--- config.mk ---
export PLATFORM = sky130hd
export DESIGN_NAME = bitwise_reduce_stream_flat
export DESIGN_NICKNAME = d
export VERILOG_FILES = /design/src/rtl/bitwise_reduce_stream_if.sv /design/src/rtl/bitwise_reduce_stream.sv /design/src/flat_wrapper.sv
export SDC_FILE = /design/constraint.sdc
export NUM_CORES = 1
export LEC_CHECK = 0
export BUFFER_PORTS_ARGS = -buffer_cell sky130_fd_sc_hd__buf_2
export CAP_MARGIN = 5
export CORE_UTILIZATION = 56
export DETAILED_ROUTE_END_ITERATION = 10
export HOLD_SLACK_MARGIN = 0.12
export MAX_ROUTING_LAYER = met4
export PLACE_DENSITY_LB_ADDON = 0.25
export SLEW_MARGIN = 25
export SYNTH_ARGS = -nofsm -noshare
export SYNTH_HDL_FRONTEND = slang
export SYNTH_SLANG_ARGS = --single-unit
export TNS_END_PERCENT = 5
--- constraint.sdc ---
create_clock -name clk -period 1.7 [get_ports clk]
set_input_delay 0.34 -clock clk [delete_from_list [all_inputs] [get_ports clk]]
set_output_delay 0.34 -clock clk [all_outputs]
set_load 0.03 [all_outputs]
--- src/rtl/bitwise_reduce_stream_if.sv ---
// Stream bundle for bitwise_reduce_stream: input beat channel plus result channel with flags.
// The master side produces beats and consumes results; the slave side is the reducer.
interface bitwise_reduce_stream_if #(
    parameter int WIDTH = 16,
    parameter int CNT_W = 8
);
    logic [1:0]       op;
    logic             in_valid;
    logic             in_ready;
    logic [WIDTH-1:0] in_data;
    logic             in_last;
    logic             out_valid;
    logic             out_ready;
    logic [WIDTH-1:0] out_data;
    logic             out_any;
    logic             out_zero;
    logic [CNT_W-1:0] out_count;
    logic             out_sat;

    modport master (
        output op, in_valid, in_data, in_last, out_ready,
        input  in_ready, out_valid, out_data, out_any, out_zero, out_count, out_sat
    );

    modport slave (
        input  op, in_valid, in_data, in_last, out_ready,
        output in_ready, out_valid, out_data, out_any, out_zero, out_count, out_sat
    );
endinterface

--- src/rtl/bitwise_reduce_stream.sv ---
// Folds a frame of WIDTH-bit beats with OR/AND/XOR/NOR chosen on the first beat,
// then presents the result with any/zero flags and a saturating beat count.
module bitwise_reduce_stream #(
    parameter int WIDTH = 16,
    parameter int CNT_W = 8
) (
    input  logic                    clk,
    input  logic                    reset,
    bitwise_reduce_stream_if.slave  s
);
    typedef enum logic [1:0] {
        IDLE  = 2'd0,
        ACCUM = 2'd1,
        DONE  = 2'd2
    } state_t;

    localparam logic [1:0]       OP_AND  = 2'b01;
    localparam logic [1:0]       OP_XOR  = 2'b10;
    localparam logic [1:0]       OP_NOR  = 2'b11;
    localparam logic [CNT_W-1:0] CNT_MAX = '1;

    state_t           state_reg;
    logic [WIDTH-1:0] acc_reg;
    logic [CNT_W-1:0] count_reg;
    logic             sat_reg;
    logic [1:0]       opl_reg;
    logic             out_valid_reg;

    logic [WIDTH-1:0] fold_next;
    logic [WIDTH-1:0] result;
    logic             in_xfer;

    // NOR folds as OR and inverts only on the way out.
    generate
        for (genvar gi = 0; gi < WIDTH; gi++) begin : g_bit
            assign fold_next[gi] = (opl_reg == OP_AND) ? (acc_reg[gi] & s.in_data[gi]) :
                                   (opl_reg == OP_XOR) ? (acc_reg[gi] ^ s.in_data[gi]) :
                                                         (acc_reg[gi] | s.in_data[gi]);
            assign result[gi]    = (opl_reg == OP_NOR) ? ~acc_reg[gi] : acc_reg[gi];
        end
    endgenerate

    assign s.in_ready  = !reset && (state_reg != DONE);
    assign in_xfer     = s.in_valid && s.in_ready;

    assign s.out_valid = out_valid_reg;
    assign s.out_data  = result;
    assign s.out_any   = |result;
    assign s.out_zero  = ~(|result);
    assign s.out_count = count_reg;
    assign s.out_sat   = sat_reg;

    always_ff @(posedge clk) begin
        if (reset) begin
            state_reg     <= IDLE;
            acc_reg       <= '0;
            count_reg     <= '0;
            sat_reg       <= 1'b0;
            opl_reg       <= 2'b00;
            out_valid_reg <= 1'b0;
        end else begin
            case (state_reg)
                IDLE: begin
                    if (in_xfer) begin
                        acc_reg   <= s.in_data;
                        count_reg <= CNT_W'(1);
                        sat_reg   <= 1'b0;
                        opl_reg   <= s.op;
                        if (s.in_last) begin
                            state_reg     <= DONE;
                            out_valid_reg <= 1'b1;
                        end else begin
                            state_reg     <= ACCUM;
                        end
                    end
                end
                ACCUM: begin
                    if (in_xfer) begin
                        acc_reg <= fold_next;
                        if (count_reg == CNT_MAX) begin
                            sat_reg <= 1'b1;
                        end else begin
                            count_reg <= count_reg + CNT_W'(1);
                        end
                        if (s.in_last) begin
                            state_reg     <= DONE;
                            out_valid_reg <= 1'b1;
                        end
                    end
                end
                DONE: begin
                    if (s.out_ready) begin
                        state_reg     <= IDLE;
                        out_valid_reg <= 1'b0;
                    end
                end
                default: begin
                    state_reg     <= IDLE;
                    out_valid_reg <= 1'b0;
                end
            endcase
        end
    end
endmodule

--- src/flat_wrapper.sv ---
// flat-port wrapper written by rule: the top's interface ports become plain ports
module bitwise_reduce_stream_flat 
#(
    parameter int WIDTH = 16,
    parameter int CNT_W = 8
)
  (clk, reset, s_op, s_in_valid, s_in_data, s_in_last, s_out_ready, s_in_ready, s_out_valid, s_out_data, s_out_any, s_out_zero, s_out_count, s_out_sat);
  bitwise_reduce_stream_if #(.WIDTH(WIDTH), .CNT_W(CNT_W)) s_i ();
  input  logic clk;
  input  logic reset;
  input wire logic [$bits(s_i.op)-1:0] s_op;
  input wire logic [$bits(s_i.in_valid)-1:0] s_in_valid;
  input wire logic [$bits(s_i.in_data)-1:0] s_in_data;
  input wire logic [$bits(s_i.in_last)-1:0] s_in_last;
  input wire logic [$bits(s_i.out_ready)-1:0] s_out_ready;
  output wire logic [$bits(s_i.in_ready)-1:0] s_in_ready;
  output wire logic [$bits(s_i.out_valid)-1:0] s_out_valid;
  output wire logic [$bits(s_i.out_data)-1:0] s_out_data;
  output wire logic [$bits(s_i.out_any)-1:0] s_out_any;
  output wire logic [$bits(s_i.out_zero)-1:0] s_out_zero;
  output wire logic [$bits(s_i.out_count)-1:0] s_out_count;
  output wire logic [$bits(s_i.out_sat)-1:0] s_out_sat;
  assign s_i.op = s_op;
  assign s_i.in_valid = s_in_valid;
  assign s_i.in_data = s_in_data;
  assign s_i.in_last = s_in_last;
  assign s_i.out_ready = s_out_ready;
  assign s_in_ready = s_i.in_ready;
  assign s_out_valid = s_i.out_valid;
  assign s_out_data = s_i.out_data;
  assign s_out_any = s_i.out_any;
  assign s_out_zero = s_i.out_zero;
  assign s_out_count = s_i.out_count;
  assign s_out_sat = s_i.out_sat;
  bitwise_reduce_stream #(.WIDTH(WIDTH), .CNT_W(CNT_W)) u_core (.clk(clk), .reset(reset), .s(s_i));
endmodule
# Word level (Yosys, flattened, before mapping)
# Index checks and enable logic that the tools add are counted.
[totals]
register_bits = 30
latch_bits = 0
ramBits = 0
rom_bits = 0
output_inout_bits = 29
elab_cells = 169
n_memories = 0
[op_classes]
add_sub_neg = 1
n_mul = 0
n_div = 0
magnitude_cmp = 0
n_eq_ne = 15
n_shift = 0
n_mux = 69
n_bitwise = 65
n_reduce_logical = 13
[op_table]
columns = ["cell", "n"]
rows = [
  ["2-to-1 mux 1 bit", 54],
  ["2-to-1 mux 16 bit", 2],
  ["case mux 16 bit (2 select lines)", 1],
  ["2-to-1 mux 8 bit", 3],
  ["inverter 1 bit", 17],
  ["AND 1 bit", 16],
  ["OR 1 bit", 16],
  ["case mux 8 bit (2 select lines)", 1],
  ["OR reduction 16 bit", 1],
  ["bitwise XOR 1 bit", 16],
  ["AND reduction 4 bit", 3],
  ["2-to-1 mux 2 bit", 5],
  ["!= test 2 x 1 -> 1 bit, second input constant", 5],
  ["adder 8 x 1 -> 8 bit, second input constant", 1],
  ["== test 8 bit, second input constant", 1],
  ["!= test 2 bit, second input constant", 4],
  ["== test 2 bit, second input constant", 3],
  ["case mux 2 bit (3 select lines)", 1],
  ["AND reduction 3 bit", 2],
  ["== test 2 x 1 -> 1 bit, second input constant", 2],
  ["case mux 1 bit (2 select lines)", 2],
  ["logical AND 1 bit", 2],
  ["logical NOT 2 bit", 1],
  ["AND reduction 2 bit", 1],
  ["3 further kinds", 3],
]

# Longest topological paths before layout
# Gate-level depths: netlist (run 1).
[depth]
ltp_word = 5
mapped_depth = 7
depth_no_buf = 6

# Least setup slack after synthesis (run 1)
# No wires, ideal clock.
[synth_path]
kind = "flip-flop to output port"
from = "register u_core.opl_reg[0]"
to = "output port s_out_data[10]"
t_arrival_ns = 1.513
required_ns = 1.360
slack_ns = -0.153
path_stages_with_launch = 6
cell_sequence = "dfxtp_1 -> buf_2 -> and2_1 -> buf_2 -> buf_4 -> xnor2_1"
[synth_via]
elab_chain_cells = 2
[synth_rtl]
columns = ["element", "line", "source"]
rows = [
  ["start, declared", "bitwise_reduce_stream.sv:26", "logic [1:0] opl_reg;"],
  ["start signal, assigned", "bitwise_reduce_stream.sv:68", "opl_reg <= s.op;"],
  ["== test 2 bit", "bitwise_reduce_stream.sv:39", "assign result[gi] = (opl_reg == OP_NOR) ? ~acc_reg[gi] : acc_reg[gi];"],
  ["2-to-1 mux 1 bit", "bitwise_reduce_stream.sv:39", ""],
  ["end, declared", "flat_wrapper.sv:18", "output wire logic [$bits(s_i.out_data)-1:0] s_out_data;"],
]
# No other way between the ends.

# Final worst setup path (run 1)
[layout_path]
from = "register u_core.acc_reg[9]"
to = "output port s_out_any"
[layout_via]
elab_chain_cells = 3
[layout_rtl]
columns = ["element", "line", "source"]
rows = [
  ["start, declared", "bitwise_reduce_stream.sv:23", "logic [WIDTH-1:0] acc_reg;"],
  ["start signal, assigned", "bitwise_reduce_stream.sv:65", "acc_reg <= s.in_data;"],
  ["start signal, assigned", "bitwise_reduce_stream.sv:79", "acc_reg <= fold_next;"],
  ["inverter 1 bit", "bitwise_reduce_stream.sv:39", ""],
  ["2-to-1 mux 1 bit *", "bitwise_reduce_stream.sv:39", ""],
  ["OR reduction 16 bit *", "bitwise_reduce_stream.sv:48", "assign s.out_any = |result;"],
  ["end, declared", "flat_wrapper.sv:19", "output wire logic [$bits(s_i.out_any)-1:0] s_out_any;"],
]
# Mark *: on every way between the ends. The rest lies on a longest branch, timed or not.

==> out/results.tsv, run 1 <==
metric	value	unit
post-synth top area cell	dfxtp_1	
vias in the first global route	2469	
worst-skew pair later-pin latency	0.28	ns
Seq cells post-synth	30	
CTS Buffer Depth	2	
LEAKAGE	1.38	nW
Root Buffer	clkbuf_8	
final instance area	3240	um2
Setup TNS	-0.170	ns
CP Max Fanout	3	
first-pass GRT wire length	10.9	mm
largest net degree at the start of global routing	66	
1st-pass router iterations	7	
Crit. End Element	output pin	
final core utilization	0.725	
Initial DRC Count	153	
post-route ant nets	0	
Fin. Hold Viols	0	
synthesized cell area	2680	um2
Avg WL per Cell	14.2	um
Core ar.	4470	um2
# H-tree levels	2	
pin slew with the least headroom to its limit	0.536	ns
status	finished with violations	
FFs w/ async S/R, synth	0	
fin. max-slew vios	0	
IO Pins	52	
Final HPWL DP	4.68	mm
Hold Crit Class	in2reg	
drt drc	4	
WP data required	1.36	ns
worst setup path start	u_core.acc_reg[9]	
Rel. slew slack	0.643	
Syn Nets	406	
die area	5070	um2
Hold Path Origin	s_op[1]	
initial antenna violation count	0	
PD cells	595	nW/um2
proportion of layout cells with a drive suffix above 1	0.280	
Die W	71.2	um
clk sink count	30	
R2R Path Start	u_core.state_reg[1]	
Syn-to-layout area delta	20.9	%
Initial Utilization	0.599	
Arr. time, crit path	1.47	ns
RSZ-0062 raised after global routing	yes	
Max Clk Rate	552	MHz
Clk pin slew, worst setup/hold paths	0.06	ns
CP Launch Type	flip-flop	
pre-CTS setup slack	0.108	ns
RePlAce Congestion	0.885	
TritonCTS Buffers	5	
clock skew	0.00340	ns
final setup fails	2	
Port Buffers	51	
antenna cells	0	
top cell type's share of synthesized area	0.224	
post-synthesis cell count	350	
CTS tree	yes	
vias per cell	5.80	
Vias	2644	
post-synthesis sequential area ratio	0.224	
Max rail drop VDD	0.000473	V
Netlist cell types	38	
Row Count	24	
count leader, synth	inv_1	
global route overflow	0	
Largest register FFs	16	
GR Util All Layers	0.274	
top_reg_cell synth	dfxtp_1	
Max Cap Viol	0	
failing checks	DRC, setup timing	
Die Y-Extent	71.2	um
Cell Area, Placed	3020	um2
most instantiated cells after synthesis	35 x inv_1, 33 x ha_1, 33 x nand2_1	
Final Cycle Share	1.06	
Synth Warn #	0	
Post-synth EDFFs	0	
Mapped Avg Cell Area	7.66	um2
leading post-synthesis cells by cell area	dfxtp_1 22%, ha_1 15%, nand2b_1 6.1%	
Post-layout nets	460	
WL final	6.48	mm
Tmin final	1.81	ns
post-layout worst setup margin	-0.110	ns
critical path class	reg2out	
==> placed cells by master, fill, tap and decap left out, drive strengths merged, types with 2 or more instances in the layout <==
cell type	Yosys	routed
buf	13	72
nand4	7	7
nor2	8	8
nor2b	7	7
dfxtp	30	30
a21oi	21	21
o32ai	4	4
o211ai	13	13
ha	33	33
a221oi	8	8
inv	35	35
o21ai	25	25
and3	2	2
clkbuf	12	7
nand2b	26	26
o211a	3	3
nand3	26	26
nand2	33	33
a31oi	7	7
nor3	5	5
xnor2	16	16
o21a	2	2
nor4	5	5
==> metal layers <==
layer	GRT usage	up-vias	part of all wire
met4	0.0756	0	0.011
met1	0.329	1215	0.44
li1	-	1327	-
met5	-	-	0
met2	0.475	91	0.50
met3	0.0427	11	0.051
==> through the flow <==
stage | hold slack [ns] | cells | power [W]
2_1_floorplan | 0.476 | 350 | 0.00119
3_3_place_gp | 0.472 | 445 | 0.00134
3_5_place_dp | 0.503 | 445 | 0.00136
4_1_cts | 0.292 | 455 | 0.00193
5_1_grt | 0.309 | 456 | 0.00203
6_report | 0.298 | 456 | 0.00193
==> worst max-delay path, cell delays in order (launching register included) <==
cell and delay, ns:
dfxtp_4 0.36, nor4_4 0.28, nand4_1 0.18, o21a_1 0.23, buf_6 0.14
==> where the power goes <==
group / internal (W) / switching [W] / leakage, nW / total [W]
registers: 0.000739 / 0.0000429 / 0.253 / 0.000782
logic: 0.000251 / 0.000360 / 1.09 / 0.000611
clock network: 0.000281 / 0.000256 / 0.0383 / 0.000537
total: 0.00127 / 0.000659 / 1.38 / 0.00193
==> logic make-up (layout without fill, tap and decap cells) <==
| group | count (synthesis) | in the layout | share of synthesized area |
|---|---|---|---|
| and+or+nand+nor | 124 | 124 | 0.244 |
| DFF | 30 | 30 | 0.224 |
| AOI/OAI and AO/OA | 87 | 87 | 0.231 |
| adders and majority gates | 33 | 33 | 0.154 |
| xor gates and xnor gates | 16 | 16 | 0.0523 |
| buffers and inverters | 60 | 114 | 0.0947 |
==> worst paths after layout <==
kind | cells past startpoint | end | slack [ns]
max | 4 | s_out_any | -0.11
min | 3 | u_core.opl_reg[1] | 0.30
max reg2reg | 4 | u_core.acc_reg[5] | 0.17
min reg2reg | 2 | u_core.s.out_count[1] | 0.51
==> final cells by class <==
class                   instances  area (um2)
repair buffers                 72         452
fillers                       356        1230
inverters                      35         131
well taps                      52        65.1
flip-flops and latches         30         636
clock buffers                   7        76.3
multi-input cells             260        1880
==> repair_timing <==
action                                 CTS  global route
endpoints found under the hold margin    0             0
hold buffers                             0             0
setup endpoints to repair               18             6
gates resized for setup                 32            13
pin swaps                                6             2
setup buffers                            3             1
(Power assumes the default switching activity.)
==> run 2, diff against run 1 <==
--- a/config.mk
+++ b/config.mk
@@ -11,7 +11,8 @@
 export DETAILED_ROUTE_END_ITERATION = 10
 export HOLD_SLACK_MARGIN = 0.12
 export MAX_ROUTING_LAYER = met4
-export PLACE_DENSITY_LB_ADDON = 0.25
+export PLACE_DENSITY = 0.81
+export SKIP_CTS_REPAIR_TIMING = 1
 export SLEW_MARGIN = 25
 export SYNTH_ARGS = -nofsm -noshare
 export SYNTH_HDL_FRONTEND = slang
==> out/results.tsv, run 2 (same netlist as run 1, synthesis figures left out) <==
metric	value	unit
Avg WL per Cell	14.0	um
Die Y-Extent	71.2	um
fin. max-slew vios	0	
TritonCTS Buffers	5	
FF-to-FF setup slack	0.17	ns
LEAKAGE	1.37	nW
first-pass GRT wire length	10.4	mm
clk sink count	30	
commonest non-fill, non-tap cell in the layout	buf_2	
slowest stage delay, CP	0.34	ns
Initial Utilization	0.599	
global route overflow	0	
CP Max Fanout	4	
most frequent cells in the layout	42 x buf_2, 35 x inv_1, 33 x nand2_1, 33 x ha_1	
critical path class	reg2out	
clock skew	0.00437	ns
antenna cells	0	
sequential power share	0.392	
Die W	71.2	um
largest net degree at the start of global routing	66	
Sw Ratio	0.339	
P_int	0.00131	W
pre-CTS setup slack	0.0925	ns
final setup fails	3	
Core ar.	4470	um2
critical path's slowest cell	dfxtp_2	
Final HPWL DP	4.56	mm
Tmin final	1.78	ns
drt drc	2	
WP data required	1.36	ns
Syn-to-layout area delta	19.7	%
Root Buffer	clkbuf_8	
RSZ-0062 raised after global routing	yes	
Post-layout nets	456	
# H-tree levels	2	
Final Cycle Share	1.05	
worst hold slack	0.305	ns
Switch Pwr	0.000673	W
Crit. End Element	output pin	
Arr. time, crit path	1.44	ns
Port Buffers	51	
Max Clk Rate	561	MHz
WL final	6.34	mm
CTS tree	yes	
failing checks	DRC, setup timing	
worst-skew pair later-pin latency	0.28	ns
PD cells	617	nW/um2
Setup TNS	-0.147	ns
die area	5070	um2
Largest register FFs	16	
Rel. slew slack	0.657	
1st-pass router iterations	7	
Max Cap Viol	0	
initial antenna violation count	0	
post-layout worst setup margin	-0.0831	ns
Logic pwr share	0.304	
Max rail drop VDD	0.000451	V
IO Pins	52	
vias per cell	5.83	
Fin. Hold Viols	0	
crit-path cells	nor4_2 -> nand4_1 -> o21a_1 -> buf_6	
CTS Buffer Depth	2	
post-route ant nets	0	
Clock Power Share	0.304	
status	finished with violations	
Clk pin slew, worst setup/hold paths	0.07	ns
pin slew with the least headroom to its limit	0.515	ns
proportion of layout cells with a drive suffix above 1	0.272	
FILL cells	391	
GR Util All Layers	0.262	
Row Count	24	
Hold Crit Class	in2reg	
Vias	2639	
Initial DRC Count	127	
RePlAce Congestion	0.866	
CP Launch Type	flip-flop	
vias in the first global route	2424	
==> run 2: stage by stage <==
step                      area (um2)  utilization  power (W)  cells
final                           3210        0.718    0.00198    453
after global routing            3210        0.718    0.00209    453
after CTS                       3100        0.694    0.00196    452
after detailed placement        3010        0.673    0.00136    444
after global placement          3010        0.673    0.00133    444
after floorplan                 2680            -    0.00119    350
==> run 2: path summary, 6_finish.rpt <==
check,start,to,cells past startpoint
max reg2reg,u_core.s.out_count[1],u_core.s.out_count[3],6
max,u_core.acc_reg[10],s_out_any,4
min reg2reg,u_core.s.out_count[1],u_core.s.out_count[1],2
min,s_op[1],u_core.opl_reg[1],3
==> run 2: layout make-up <==
type	count	area (um2)	area share
multi-input cells	260	1860	0.579
flip-flops and latches	30	638	0.199
repair buffers	68	425	0.133
inverters	35	131	0.0409
clock buffers	7	86.3	0.0269
well taps	52	65.1	0.0203
clock inverters	1	5.00	0.00156
==> run 2: power groups by stage <==
stage / clock, W / sequential (W) / combinational (W)
floorplan: 0 / 0.000788 / 0.000403
global placement: 0 / 0.000784 / 0.000550
detailed placement: 0 / 0.000788 / 0.000568
CTS: 0.000614 / 0.000771 / 0.000572
global route: 0.000643 / 0.000782 / 0.000664
finish: 0.000602 / 0.000778 / 0.000603
==> run 2: worst max-delay path: cells and delay by family, from the launching register on <==
kind,cells,cell delay (ns)
AO/OA/AOI/OAI,1,0.23
flip-flops,1,0.34
AND/OR/NAND/NOR,2,0.45
buffers and inverters,1,0.14
==> run 2: layer usage <==
metal	up-vias	track usage	wire length (um)
li1	1321	-	-
met1	1241	0.292	2750
met2	67	0.467	3240
met3	10	0.0370	242
met4	0	0.102	99
met5	-	-	0
==> run 3, diff against run 2 <==
--- a/config.mk
+++ b/config.mk
@@ -8,7 +8,9 @@
 export BUFFER_PORTS_ARGS = -buffer_cell sky130_fd_sc_hd__buf_2
 export CAP_MARGIN = 5
 export CORE_UTILIZATION = 56
+export CTS_CLUSTER_SIZE = 25
 export DETAILED_ROUTE_END_ITERATION = 10
+export GPL_TIMING_DRIVEN = 0
 export HOLD_SLACK_MARGIN = 0.12
 export MAX_ROUTING_LAYER = met4
 export PLACE_DENSITY = 0.81
==> out/results.tsv, run 3 (same netlist as run 1, synthesis figures left out) <==
metric	value	unit
status	finished with violations	
failing checks	DRC, setup timing	
critical path class	reg2out	
Fin. Hold Viols	0	
PD cells	617	nW/um2
Max Cap Viol	0	
initial antenna violation count	0	
M3 GR Usage	0.0427	
vias per cell	6.23	
M1 GR Usage	0.371	
proportion of layout cells with a drive suffix above 1	0.328	
Cell Area, Placed	3000	um2
pin slew with the least headroom to its limit	0.626	ns
RePlAce Congestion	0.870	
Die W	71.2	um
post-route ant nets	0	
Hold Crit Class	in2reg	
final setup fails	19	
CP Max Fanout	5	
Row Count	24	
IO Pins	52	
worst-skew pair later-pin latency	0.30	ns
clock skew	0.00995	ns
Final HPWL DP	5.03	mm
most frequent cells in the layout	39 x buf_2, 34 x inv_1, 33 x nand2_1, 33 x ha_1	
pre-CTS setup slack	-0.254	ns
die area	5070	um2
first-pass GRT wire length	11.8	mm
fin. max-slew vios	0	
# H-tree levels	2	
Final Power	0.00221	W
clk sink count	30	
drt drc	3	
Crit. End Element	output pin	
Vias	2948	
final core utilization	0.800	
Initial Utilization	0.599	
CP Launch Type	flip-flop	
Syn-to-layout area delta	33.5	%
Final Cycle Share	1.14	
Max rail drop VDD	0.000548	V
Port Buffers	51	
CTS Buffer Depth	2	
antenna cells	0	
Max Clk Rate	515	MHz
met2 usage	0.488	
vias in the first global route	2575	
gr busiest metal	met2	
largest net degree at the start of global routing	11	
Initial DRC Count	249	
GR Util All Layers	0.302	
1st-pass router iterations	9	
Core ar.	4470	um2
Tmin final	1.94	ns
commonest non-fill, non-tap cell in the layout	buf_2	
global route overflow	0	
CTS tree	yes	
Clk pin slew, worst setup/hold paths	0.08	ns
WL final	8.28	mm
post-layout worst setup margin	-0.242	ns
Avg WL per Cell	17.5	um
WP data required	1.36	ns
RSZ-0062 raised after global routing	yes	
Largest register FFs	16	
Die Y-Extent	71.2	um
FILL cells	303	
LEAKAGE	1.57	nW
TritonCTS Buffers	5	
Arr. time, crit path	1.60	ns
Rel. slew slack	0.583	
Post-layout nets	476	
final instance area	3580	um2
Root Buffer	clkbuf_8	
run 3: cell count changes in the layout (fill, tap and decap cells not counted), sizes merged:
cell,previous run,this run
buf,67,77
clkbuf,8,18
clkinvlp,0,1
inv,35,34
bufinv,0,1
clkinv,1,0
run 3: path summary, 6_finish.rpt:
| kind | startpoint | end | slack, ns | cells past startpoint |
|---|---|---|---|---|
| min | s_op[1] | u_core.opl_reg[1] | 0.30 | 3 |
| min reg2reg | u_core.s.out_valid | u_core.s.out_valid | 0.50 | 2 |
| max | u_core.acc_reg[4] | s_out_zero | -0.24 | 5 |
| max reg2reg | u_core.s.out_count[0] | u_core.s.out_count[2] | 0 | 5 |
run 3: final cells by class:
cell class	count	area, um2	area share
Buffer	24	153	0.0427
Clock buffer	7	76.3	0.0213
Clock inverter	1	30.0	0.00839
Inverter	35	135	0.0378
Multi-Input combinational cell	260	2010	0.560
Sequential cell	30	638	0.178
Tap cell	52	65.1	0.0182
Timing Repair Buffer	64	475	0.133
run 3: per-layer routing:
layer	up-vias	part of all wire	wire length (um)
met4	0	0.037	310
met2	176	0.49	4070
li1	1370	-	-
met3	46	0.070	579
met5	-	0	0
met1	1356	0.40	3320
run 3: metrics by stage:
stage                     cells  TNS, ns  hold slack (ns)
after floorplan             350    -1.95            0.476
after global placement      453    -2.76            0.474
after CTS                   461    -8.93            0.299
after detailed placement    453    -2.98            0.482
after global routing        473    -3.80            0.315
final                       473    -2.62            0.297
run 3: critical path, cell delays in order (launching register included):
cell and delay [ns]:
dfxtp_4 0.39, nand4_1 0.14, nor4_2 0.34, nand2_1 0.13, o21ai_1 0.11, buf_4 0.19
run 3: report_power, final:
part / internal, W / leakage, nW / switching, W
logic: 0.000296 / 1.26 / 0.000400
clock network: 0.000438 / 0.0524 / 0.000282
registers: 0.000739 / 0.254 / 0.0000541
